==> config.mk <==
export PLATFORM = sky130hd
export DESIGN_NAME = stage_sequencer
export DESIGN_NICKNAME = d
export VERILOG_FILES = /design/src/rtl/musa_seq_pkg.sv /design/src/rtl/seq_wait_counter.sv /design/src/rtl/stage_sequencer.sv
export SDC_FILE = /design/constraint.sdc
export NUM_CORES = 1
export LEC_CHECK = 0
export CORE_ASPECT_RATIO = 0.5
export CORE_MARGIN = 2
export CORE_UTILIZATION = 35
export DETAILED_ROUTE_END_ITERATION = 10
export GPL_TIMING_DRIVEN = 0
export SYNTH_ARGS = -nofsm -noshare
export SYNTH_HDL_FRONTEND = slang
export SYNTH_SLANG_ARGS = --single-unit
==> constraint.sdc <==
create_clock -name clk -period 4.9 [get_ports clk]
set_input_delay 0.735 -clock clk [delete_from_list [all_inputs] [get_ports clk]]
set_output_delay 0.735 -clock clk [all_outputs]
set_load 0.02 [all_outputs]
==> src/rtl/musa_seq_pkg.sv <==
// Shared definitions for the MUSA stage sequencer: stage codes, opcodes and opcode classes.
package musa_seq_pkg;

    typedef enum logic [2:0] {
        ST_IF   = 3'b000,
        ST_ID   = 3'b001,
        ST_EX   = 3'b010,
        ST_MEM  = 3'b011,
        ST_WB   = 3'b100,
        ST_HALT = 3'b101,
        ST_BOOT = 3'b110
    } state_e;

    localparam logic [5:0] OP_LOGICAS = 6'b000000;
    localparam logic [5:0] OP_MUL     = 6'b011100;
    localparam logic [5:0] OP_DIV     = 6'b000101;
    localparam logic [5:0] OP_ADDI    = 6'b001000;
    localparam logic [5:0] OP_SUBI    = 6'b001001;
    localparam logic [5:0] OP_ANDI    = 6'b001100;
    localparam logic [5:0] OP_ORI     = 6'b001101;
    localparam logic [5:0] OP_LW      = 6'b100011;
    localparam logic [5:0] OP_SW      = 6'b101011;
    localparam logic [5:0] OP_JR      = 6'b010001;
    localparam logic [5:0] OP_JPC     = 6'b000010;
    localparam logic [5:0] OP_BRFL    = 6'b000100;
    localparam logic [5:0] OP_CALL    = 6'b000011;
    localparam logic [5:0] OP_RET     = 6'b000001;
    localparam logic [5:0] OP_HALT    = 6'b111111;

    typedef enum logic [2:0] {
        CLS_ALU    = 3'd0,
        CLS_MULDIV = 3'd1,
        CLS_LOAD   = 3'd2,
        CLS_STORE  = 3'd3,
        CLS_JUMP   = 3'd4,
        CLS_BRANCH = 3'd5,
        CLS_HALT   = 3'd6
    } op_class_e;

    // Unknown opcodes fall into the ALU class so they retire through WB.
    function automatic op_class_e op_class(input logic [5:0] op);
        op_class_e cls;
        case (op)
            OP_MUL, OP_DIV:                  cls = CLS_MULDIV;
            OP_LW:                           cls = CLS_LOAD;
            OP_SW:                           cls = CLS_STORE;
            OP_JPC, OP_CALL, OP_RET, OP_JR:  cls = CLS_JUMP;
            OP_BRFL:                         cls = CLS_BRANCH;
            OP_HALT:                         cls = CLS_HALT;
            default:                         cls = CLS_ALU;
        endcase
        return cls;
    endfunction

endpackage

==> src/rtl/seq_wait_counter.sv <==
// MUL/DIV hold-down counter plus the memory-wait watchdog counter (SEQ_WATCHDOG_EN only).
module seq_wait_counter #(
    parameter int MULDIV_LAT = 4
`ifdef SEQ_WATCHDOG_EN
    ,
    parameter int WDOG_LIMIT = 255
`endif
) (
    input  logic clk,
    input  logic rst,
    input  logic muldiv_load,
    input  logic muldiv_dec,
    output logic muldiv_zero
`ifdef SEQ_WATCHDOG_EN
    ,
    input  logic wdog_clr,
    input  logic wdog_inc,
    output logic wdog_hit
`endif
);

    logic [3:0] muldiv_cnt_q, muldiv_cnt_d;

    // Load with LAT-1 so EX residency equals MULDIV_LAT including the final zero cycle.
    always_comb begin
        muldiv_cnt_d = muldiv_cnt_q;
        if (muldiv_load) begin
            muldiv_cnt_d = 4'(MULDIV_LAT - 1);
        end else if (muldiv_dec && (muldiv_cnt_q != 4'd0)) begin
            muldiv_cnt_d = muldiv_cnt_q - 4'd1;
        end else begin
            muldiv_cnt_d = muldiv_cnt_q;
        end
    end

    always_ff @(posedge clk or posedge rst) begin
        if (rst) muldiv_cnt_q <= 4'd0;
        else     muldiv_cnt_q <= muldiv_cnt_d;
    end

    assign muldiv_zero = (muldiv_cnt_q == 4'd0);

`ifdef SEQ_WATCHDOG_EN
    logic [7:0] wdog_cnt_q, wdog_cnt_d;

    always_comb begin
        wdog_cnt_d = wdog_cnt_q;
        if (wdog_clr) begin
            wdog_cnt_d = 8'd0;
        end else if (wdog_inc) begin
            wdog_cnt_d = wdog_cnt_q + 8'd1;
        end else begin
            wdog_cnt_d = wdog_cnt_q;
        end
    end

    always_ff @(posedge clk or posedge rst) begin
        if (rst) wdog_cnt_q <= 8'd0;
        else     wdog_cnt_q <= wdog_cnt_d;
    end

    // Fires on the wait cycle whose increment would reach the limit.
    assign wdog_hit = wdog_inc && (wdog_cnt_q == 8'(WDOG_LIMIT - 1));
`endif

endmodule

==> src/rtl/stage_sequencer.sv <==
// Multi-cycle IF/ID/EX/MEM/WB controller for the MUSA core.
// Optional memory-wait watchdog with sticky fault: define SEQ_WATCHDOG_EN.
module stage_sequencer
    import musa_seq_pkg::*;
#(
    parameter int MULDIV_LAT = 4,
    parameter int WDOG_LIMIT = 255
) (
    input  logic       clk,
    input  logic       rst,
    input  logic [5:0] opcode,
    input  logic       mem_ack,
    input  logic       branch_taken,
    input  logic       resume,
    output logic [2:0] stage,
    output logic       if_en,
    output logic       id_en,
    output logic       ex_en,
    output logic       mem_en,
    output logic       wb_en,
    output logic       mem_req,
    output logic       pc_write,
    output logic       halted,
    output logic       fault
);

    state_e     state_q, state_d;
    logic [5:0] op_q, op_d;
    logic       fault_q, fault_d;
    logic       muldiv_load_s, muldiv_dec_s, muldiv_zero_s, wdog_hit_s;
    op_class_e  ex_class_s;

    assign ex_class_s = op_class(op_q);

    // Next-state and Moore output decode; pc_write also looks at mem_ack / branch_taken.
    always_comb begin
        state_d       = state_q;
        op_d          = op_q;
        fault_d       = fault_q;
        muldiv_load_s = 1'b0;
        muldiv_dec_s  = 1'b0;
        if_en         = 1'b0;
        id_en         = 1'b0;
        ex_en         = 1'b0;
        mem_en        = 1'b0;
        wb_en         = 1'b0;
        mem_req       = 1'b0;
        pc_write      = 1'b0;
        halted        = 1'b0;
        case (state_q)
            ST_BOOT: state_d = ST_IF;
            ST_IF: begin
                if_en   = 1'b1;
                mem_req = 1'b1;
                if (mem_ack) begin
                    pc_write = 1'b1;
                    state_d  = ST_ID;
                end else if (wdog_hit_s) begin
                    fault_d = 1'b1;
                    state_d = ST_HALT;
                end else begin
                    state_d = ST_IF;
                end
            end
            ST_ID: begin
                id_en = 1'b1;
                op_d  = opcode;
                if (op_class(opcode) == CLS_HALT) begin
                    state_d = ST_HALT;
                end else begin
                    state_d       = ST_EX;
                    muldiv_load_s = (op_class(opcode) == CLS_MULDIV);
                end
            end
            ST_EX: begin
                ex_en = 1'b1;
                case (ex_class_s)
                    CLS_MULDIV: begin
                        if (muldiv_zero_s) begin
                            state_d = ST_WB;
                        end else begin
                            muldiv_dec_s = 1'b1;
                            state_d      = ST_EX;
                        end
                    end
                    CLS_LOAD, CLS_STORE: state_d = ST_MEM;
                    CLS_JUMP: begin
                        pc_write = 1'b1;
                        state_d  = ST_IF;
                    end
                    CLS_BRANCH: begin
                        pc_write = branch_taken;
                        state_d  = ST_IF;
                    end
                    default: state_d = ST_WB;
                endcase
            end
            ST_MEM: begin
                mem_en  = 1'b1;
                mem_req = 1'b1;
                if (mem_ack) begin
                    state_d = (ex_class_s == CLS_LOAD) ? ST_WB : ST_IF;
                end else if (wdog_hit_s) begin
                    fault_d = 1'b1;
                    state_d = ST_HALT;
                end else begin
                    state_d = ST_MEM;
                end
            end
            ST_WB: begin
                wb_en   = 1'b1;
                state_d = ST_IF;
            end
            ST_HALT: begin
                halted = 1'b1;
                if (resume && !fault_q) state_d = ST_IF;
                else                    state_d = ST_HALT;
            end
            default: state_d = ST_BOOT;
        endcase
    end

    // State, latched opcode and sticky fault; async reset also drops mem_req immediately.
    always_ff @(posedge clk or posedge rst) begin
        if (rst) begin
            state_q <= ST_BOOT;
            op_q    <= 6'd0;
            fault_q <= 1'b0;
        end else begin
            state_q <= state_d;
            op_q    <= op_d;
            fault_q <= fault_d;
        end
    end

    assign stage = state_q;

`ifdef SEQ_WATCHDOG_EN
    logic wdog_clr_s, wdog_inc_s;
    assign wdog_clr_s = (state_d != state_q);
    assign wdog_inc_s = mem_req && !mem_ack;
    assign fault      = fault_q;
`else
    assign wdog_hit_s = 1'b0;
    assign fault      = 1'b0;
`endif

    seq_wait_counter #(
        .MULDIV_LAT (MULDIV_LAT)
`ifdef SEQ_WATCHDOG_EN
        ,
        .WDOG_LIMIT (WDOG_LIMIT)
`endif
    ) u_wait_counter (
        .clk         (clk),
        .rst         (rst),
        .muldiv_load (muldiv_load_s),
        .muldiv_dec  (muldiv_dec_s),
        .muldiv_zero (muldiv_zero_s)
`ifdef SEQ_WATCHDOG_EN
        ,
        .wdog_clr    (wdog_clr_s),
        .wdog_inc    (wdog_inc_s),
        .wdog_hit    (wdog_hit_s)
`endif
    );

endmodule

# Word level (Yosys, flattened, before mapping)
# Index checks and enable logic that the tools add are counted.
# Widths: inputs -> output; s select.
# word_totals
word_cells	80
ff_bits	13
out_inout_bits	12
# classes
eq_ne	33
mux	30
n_reduce_logical	13
n_addsub	1
# op_table
op	n
$pmux 3 s6	3
$eq 6x6->1 const B	6
$eq 6x2->1 const B	4
$eq 6x3->1 const B	4
$eq 6x5->1 const B	4
$mux 3	8
$eq 3x3->1 const B	6
$mux 1	14
$eq 3x2->1 const B	4
$eq 6x1->1 const B	2
$reduce_or 2->1	6
$eq 3x1->1 const B	3
$pmux 3 s3	1
$mux 4	2
$reduce_or 4->1	2
$logic_not 4->1	1
$pmux 1 s2	2
$reduce_bool 4->1	1
$sub 4x1->4 const B	1
$logic_not 3->1	1
$reduce_bool 2->1	1
$logic_and 1x1->1	1

# Longest topological paths before layout
# depth
depth_word	11
depth_mapped	7
depth_no_buf	6

# Cells and area by module
# A second synthesis with hierarchy kept.
# hier_totals
hier_cells	101
area_unflattened_um2	910.9
# modules_own_cells
module	n_inst	cells_per_inst	area_each_um2
stage_sequencer	1	76	665.6
seq_wait_counter	1	25	245.2

# Least setup slack after synthesis
# No wires, ideal clock.
# synth_timing
path_type	flip-flop to output port
startpoint	reg state_q[0] (netlist: stage[0])
endpoint	out pc_write
required_ns	4.165
path_buffers	1
path_slack_ns	2.553
path_stages_with_launch	7
arrival_time_ns	1.612
cell_sequence	dfrtp_1 buf_6 nand2b_4 or2_4 clkinv_4 nand3_1 o21ai_0
# synth_via
elab_chain_len	2
# synth_rtl
element	line	text
from (decl)	stage_sequencer.sv:27	state_e state_q, state_d;
from (signal assigned)	stage_sequencer.sv:130	state_q <= state_d;
$eq 3x2->1 or $logic_not 3->1 (tied branches)	stage_sequencer.sv:50	case (state_q)
$pmux 1 s2 (*)	stage_sequencer.sv:50	
to (decl)	stage_sequencer.sv:22	output logic pc_write,
# Mark *: on every way between the ends. The rest lies on a longest branch, timed or not.

# Worst setup path in the final report
# layout_timing
startpoint	reg state_q[1] (netlist: stage[1])
endpoint	out pc_write
# Same word-level chain as after synthesis.

==> load_flow_metrics.sql <==
INSERT INTO impl_metrics (metric_group, metric, value, unit) VALUES
('run_status', 'outcome', 'finished clean', ''),
('cts', 'cts.sinks', '13', ''),
('worst_setup_path', 'critPathMaxFanout', '8', ''),
('final_layout', 'synthToLayoutAreaGrowth', '33.1', '%'),
('flow_run', 'drv.max_cap_violation_count', '0', ''),
('synth', 'synth_flop_cell', 'dfrtp_1', ''),
('power_and_ir_drop', 'post-layout-total-power', '0.692', 'mW'),
('worst_setup_path', 'critical_path.reg2reg.endpoint', 'u_wait_counter.muldiv_cnt_q[1]', ''),
('hold_path', 'hold_end', 'u_wait_counter.muldiv_cnt_q[2]', ''),
('detailed_routing', 'avgRoutedWirePerCell', '12.4', 'um'),
('synth', 'synth_enable_flop_cells', '0', ''),
('cts', 'clk_latency', '0.24', 'ns'),
('final_layout', 'drive_above_1_share', '0.210', ''),
('cts', 'tritoncts_clock_tree', 'done', ''),
('die', 'starting_density_of_the_core', '0.390', ''),
('sta', 'clock_skew', '0.00441', 'ns'),
('sta', 'period_minus_slack', '2.81', 'ns'),
('sta', 'slew_headroom', '0.648', ''),
('detailed_routing', 'detailedRoute.firstPassIterationCount', '4', ''),
('sta', 'fmaxAchievable', '356', 'MHz'),
('final_layout', 'insertedDiodeCount', '0', ''),
('detailed_routing', 'detail_route.iter0.violations', '32', ''),
('cts', 'postCtsSetupBuffers', '0', ''),
('worst_setup_path', 'setup.reg_to_reg.worst_slack', '3.00', 'ns'),
('synth', 'ys_async_sr_fraction', '1.00', ''),
('sta', 'final_min_period_over_clock_period', '0.573', ''),
('worst_setup_path', 'worst-r2r-cell-count', '6', ''),
('worst_setup_path', 'critical_path_class', 'flip-flop to primary output', ''),
('synth', 'post_synth_instance_area', '908', 'um^2'),
('detailed_routing', 'total_via_count_after_detailed_routing', '799', ''),
('sta', 'unrepaired_setup_endpoints_after_global_routing', 'false', ''),
('worst_setup_path', 'cp_data_required_time', '4.16', 'ns'),
('detailed_routing', 'detail-route-antenna-nets', '0', ''),
('sta', 'setup_viol', '0', ''),
('power_and_ir_drop', 'worst_ir_drop_vdd', '0.259', 'mV'),
('global_routing', 'grt_overflow_total', '0', ''),
('cts', 'cts.htree.levels', '1', ''),
('cts', 'max-clock-path-buffers', '2', ''),
('worst_setup_path', 'setup.worst_path.start', 'stage[1]', ''),
('sta', 'timing.hold.ws', '0.564', 'ns'),
('worst_setup_path', 'worst_flop_to_flop_path_startpoint', 'u_wait_counter.muldiv_cnt_q[0]', ''),
('cts', 'ctsHoldBuffers', '0', ''),
('die', 'ioPinCount', '23', ''),
('synth', 'syn_avg_cell_area', '9.18', 'um^2'),
('worst_setup_path', 'cp-end-kind', 'primary output', ''),
('sta', 'tightest_slew', '0.528', 'ns'),
('detailed_routing', 'post_drt_via_cell_ratio', '5.03', ''),
('sta', 'slew_violations', '0', ''),
('die', 'fp.dieW', '76.0', 'um'),
('die', 'die_height', '40.0', 'um'),
('placed_design', 'detailed_placement_hpwl', '1.57', 'mm'),
('sta', 'tns', '0', 'ns'),
('die', 'core-area', '2330', 'um^2'),
('die', 'die_area', '3040', 'um^2'),
('hold_path', 'min_path_cells', '2', ''),
('detailed_routing', 'drt_drc_violations_left', '0', ''),
('synth', 'synthesis.instances', '99', ''),
('global_routing', 'grt_pass1_wl', '3.30', 'mm'),
('power_and_ir_drop', 'power_per_cell_area', '573', 'nW/um^2'),
('synth', 'synth_cell_type_count', '44', ''),
('synth', 'syn-num-nets', '112', ''),
('placed_design', 'gp_congestion', '0.791', ''),
('synth', 'ys_seq_elements', '13', ''),
('die', 'rows', '12', ''),
('worst_setup_path', 'setup.worst_path.start_class', 'flip-flop', ''),
('final_layout', 'nets', '138', ''),
('global_routing', 'largest_net_degree_at_the_start_of_global_routing', '14', ''),
('global_routing', 'vias_in_the_first_global_route', '702', ''),
('synth', 'yosysWarnings', '0', ''),
('detailed_routing', 'finalWirelength', '1.97', 'mm'),
('final_layout', 'layout.area.seq', '328', 'um^2');
## logic make-up after synthesis
group	count (synthesis)	share of synthesized area
mux	8	0.0978
compound gates	19	0.147
buf+inv	9	0.0606
simple gates	47	0.302
flops	13	0.361
fa+ha+maj	2	0.0275
other cells	1	0.00413
## stage by stage
stage	setup WS [ns]	std cells	area [um^2]	utilization
2_1_floorplan	2.55	99	908	-
3_3_place_gp	2.12	155	1160	0.499
3_5_place_dp	2.12	155	1160	0.499
4_1_cts	2.08	159	1210	0.519
5_1_grt	2.00	159	1210	0.519
6_report	2.09	159	1210	0.519
## worst max-delay path, stage by stage, from the launching register on
cell             delay (ns)
dfstp_2                0.62
nand2b_4               0.06
or2_4                  0.25
clkinv_4               0.08
nand3_1                0.06
o21ai_0                0.14
clkdlybuf4s50_1        0.62
## layer usage
metal  global-route usage  up-vias  share of wire
met4               0.0409        0         0.0061
met1                0.201      371           0.55
met2                0.234       15           0.39
met3               0.0495        2          0.047
met5                    0        -              0
li1                     -      411              -
## cells in the mapped netlist, types with 2 or more instances
library cell / number / area share
nor2b_1: 2 / 0.014
inv_1: 4 / 0.017
or2_2: 2 / 0.014
dfrtp_1: 11 / 0.30
nor3b_1: 5 / 0.041
dfstp_2: 2 / 0.058
mux2_2: 7 / 0.087
nor2_1: 6 / 0.025
nor3_1: 3 / 0.017
ha_1: 2 / 0.028
nand2_1: 9 / 0.037
nand3_1: 4 / 0.022
nand2b_1: 4 / 0.028
o221ai_1: 2 / 0.019
o21ai_0: 5 / 0.028
nor4_1: 2 / 0.014
buf_4: 2 / 0.017
## state kept, by name (all words and copies together) (netlist names)
register	cells
stage	3
op_q	6
u_wait_counter.muldiv_cnt_q	4
## cell type report
| class | count | area share |
|---|---|---|
| Buffer | 4 | 0.0259 |
| Clock buffer | 3 | 0.0342 |
| Clock inverter | 1 | 0.00414 |
| Inverter | 5 | 0.0197 |
| Multi-Input combinational cell | 77 | 0.435 |
| Sequential cell | 13 | 0.271 |
| Tap cell | 35 | 0.0362 |
| Timing Repair Buffer | 21 | 0.174 |
## cell usage in the layout, fill, tap and decap left out, types with 2 or more instances in the layout
master           netlist  final
o21ai_0                5      5
nand2b_1               4      4
buf_4                  2      2
nor2_1                 6      6
ha_1                   2      2
nor3b_1                5      5
nor3_1                 3      3
or2_2                  2      2
clkbuf_8               0      3
dfstp_2                2      2
mux2_2                 7      7
clkdlybuf4s50_1        0     21
nand2_1                9      9
nor2b_1                2      2
o221ai_1               2      2
inv_1                  4      4
nand3_1                4      4
dfrtp_1               11     11
nor4_1                 2      2
## report_power, final
part | switching (mW) | internal [mW]
Clock | 0.0398 | 0.0562
Sequential | 0.0595 | 0.157
Combinational | 0.187 | 0.193
Total | 0.286 | 0.406
## worst max path at each step
stage / cells past startpoint / to
2_1_floorplan: 6 / pc_write
3_5_place_dp: 4 / pc_write
3_3_place_gp: 4 / pc_write
4_1_cts: 6 / pc_write
5_1_grt: 6 / pc_write
6_report: 6 / pc_write
No activity file was read; power rests on OpenSTA's default activity.
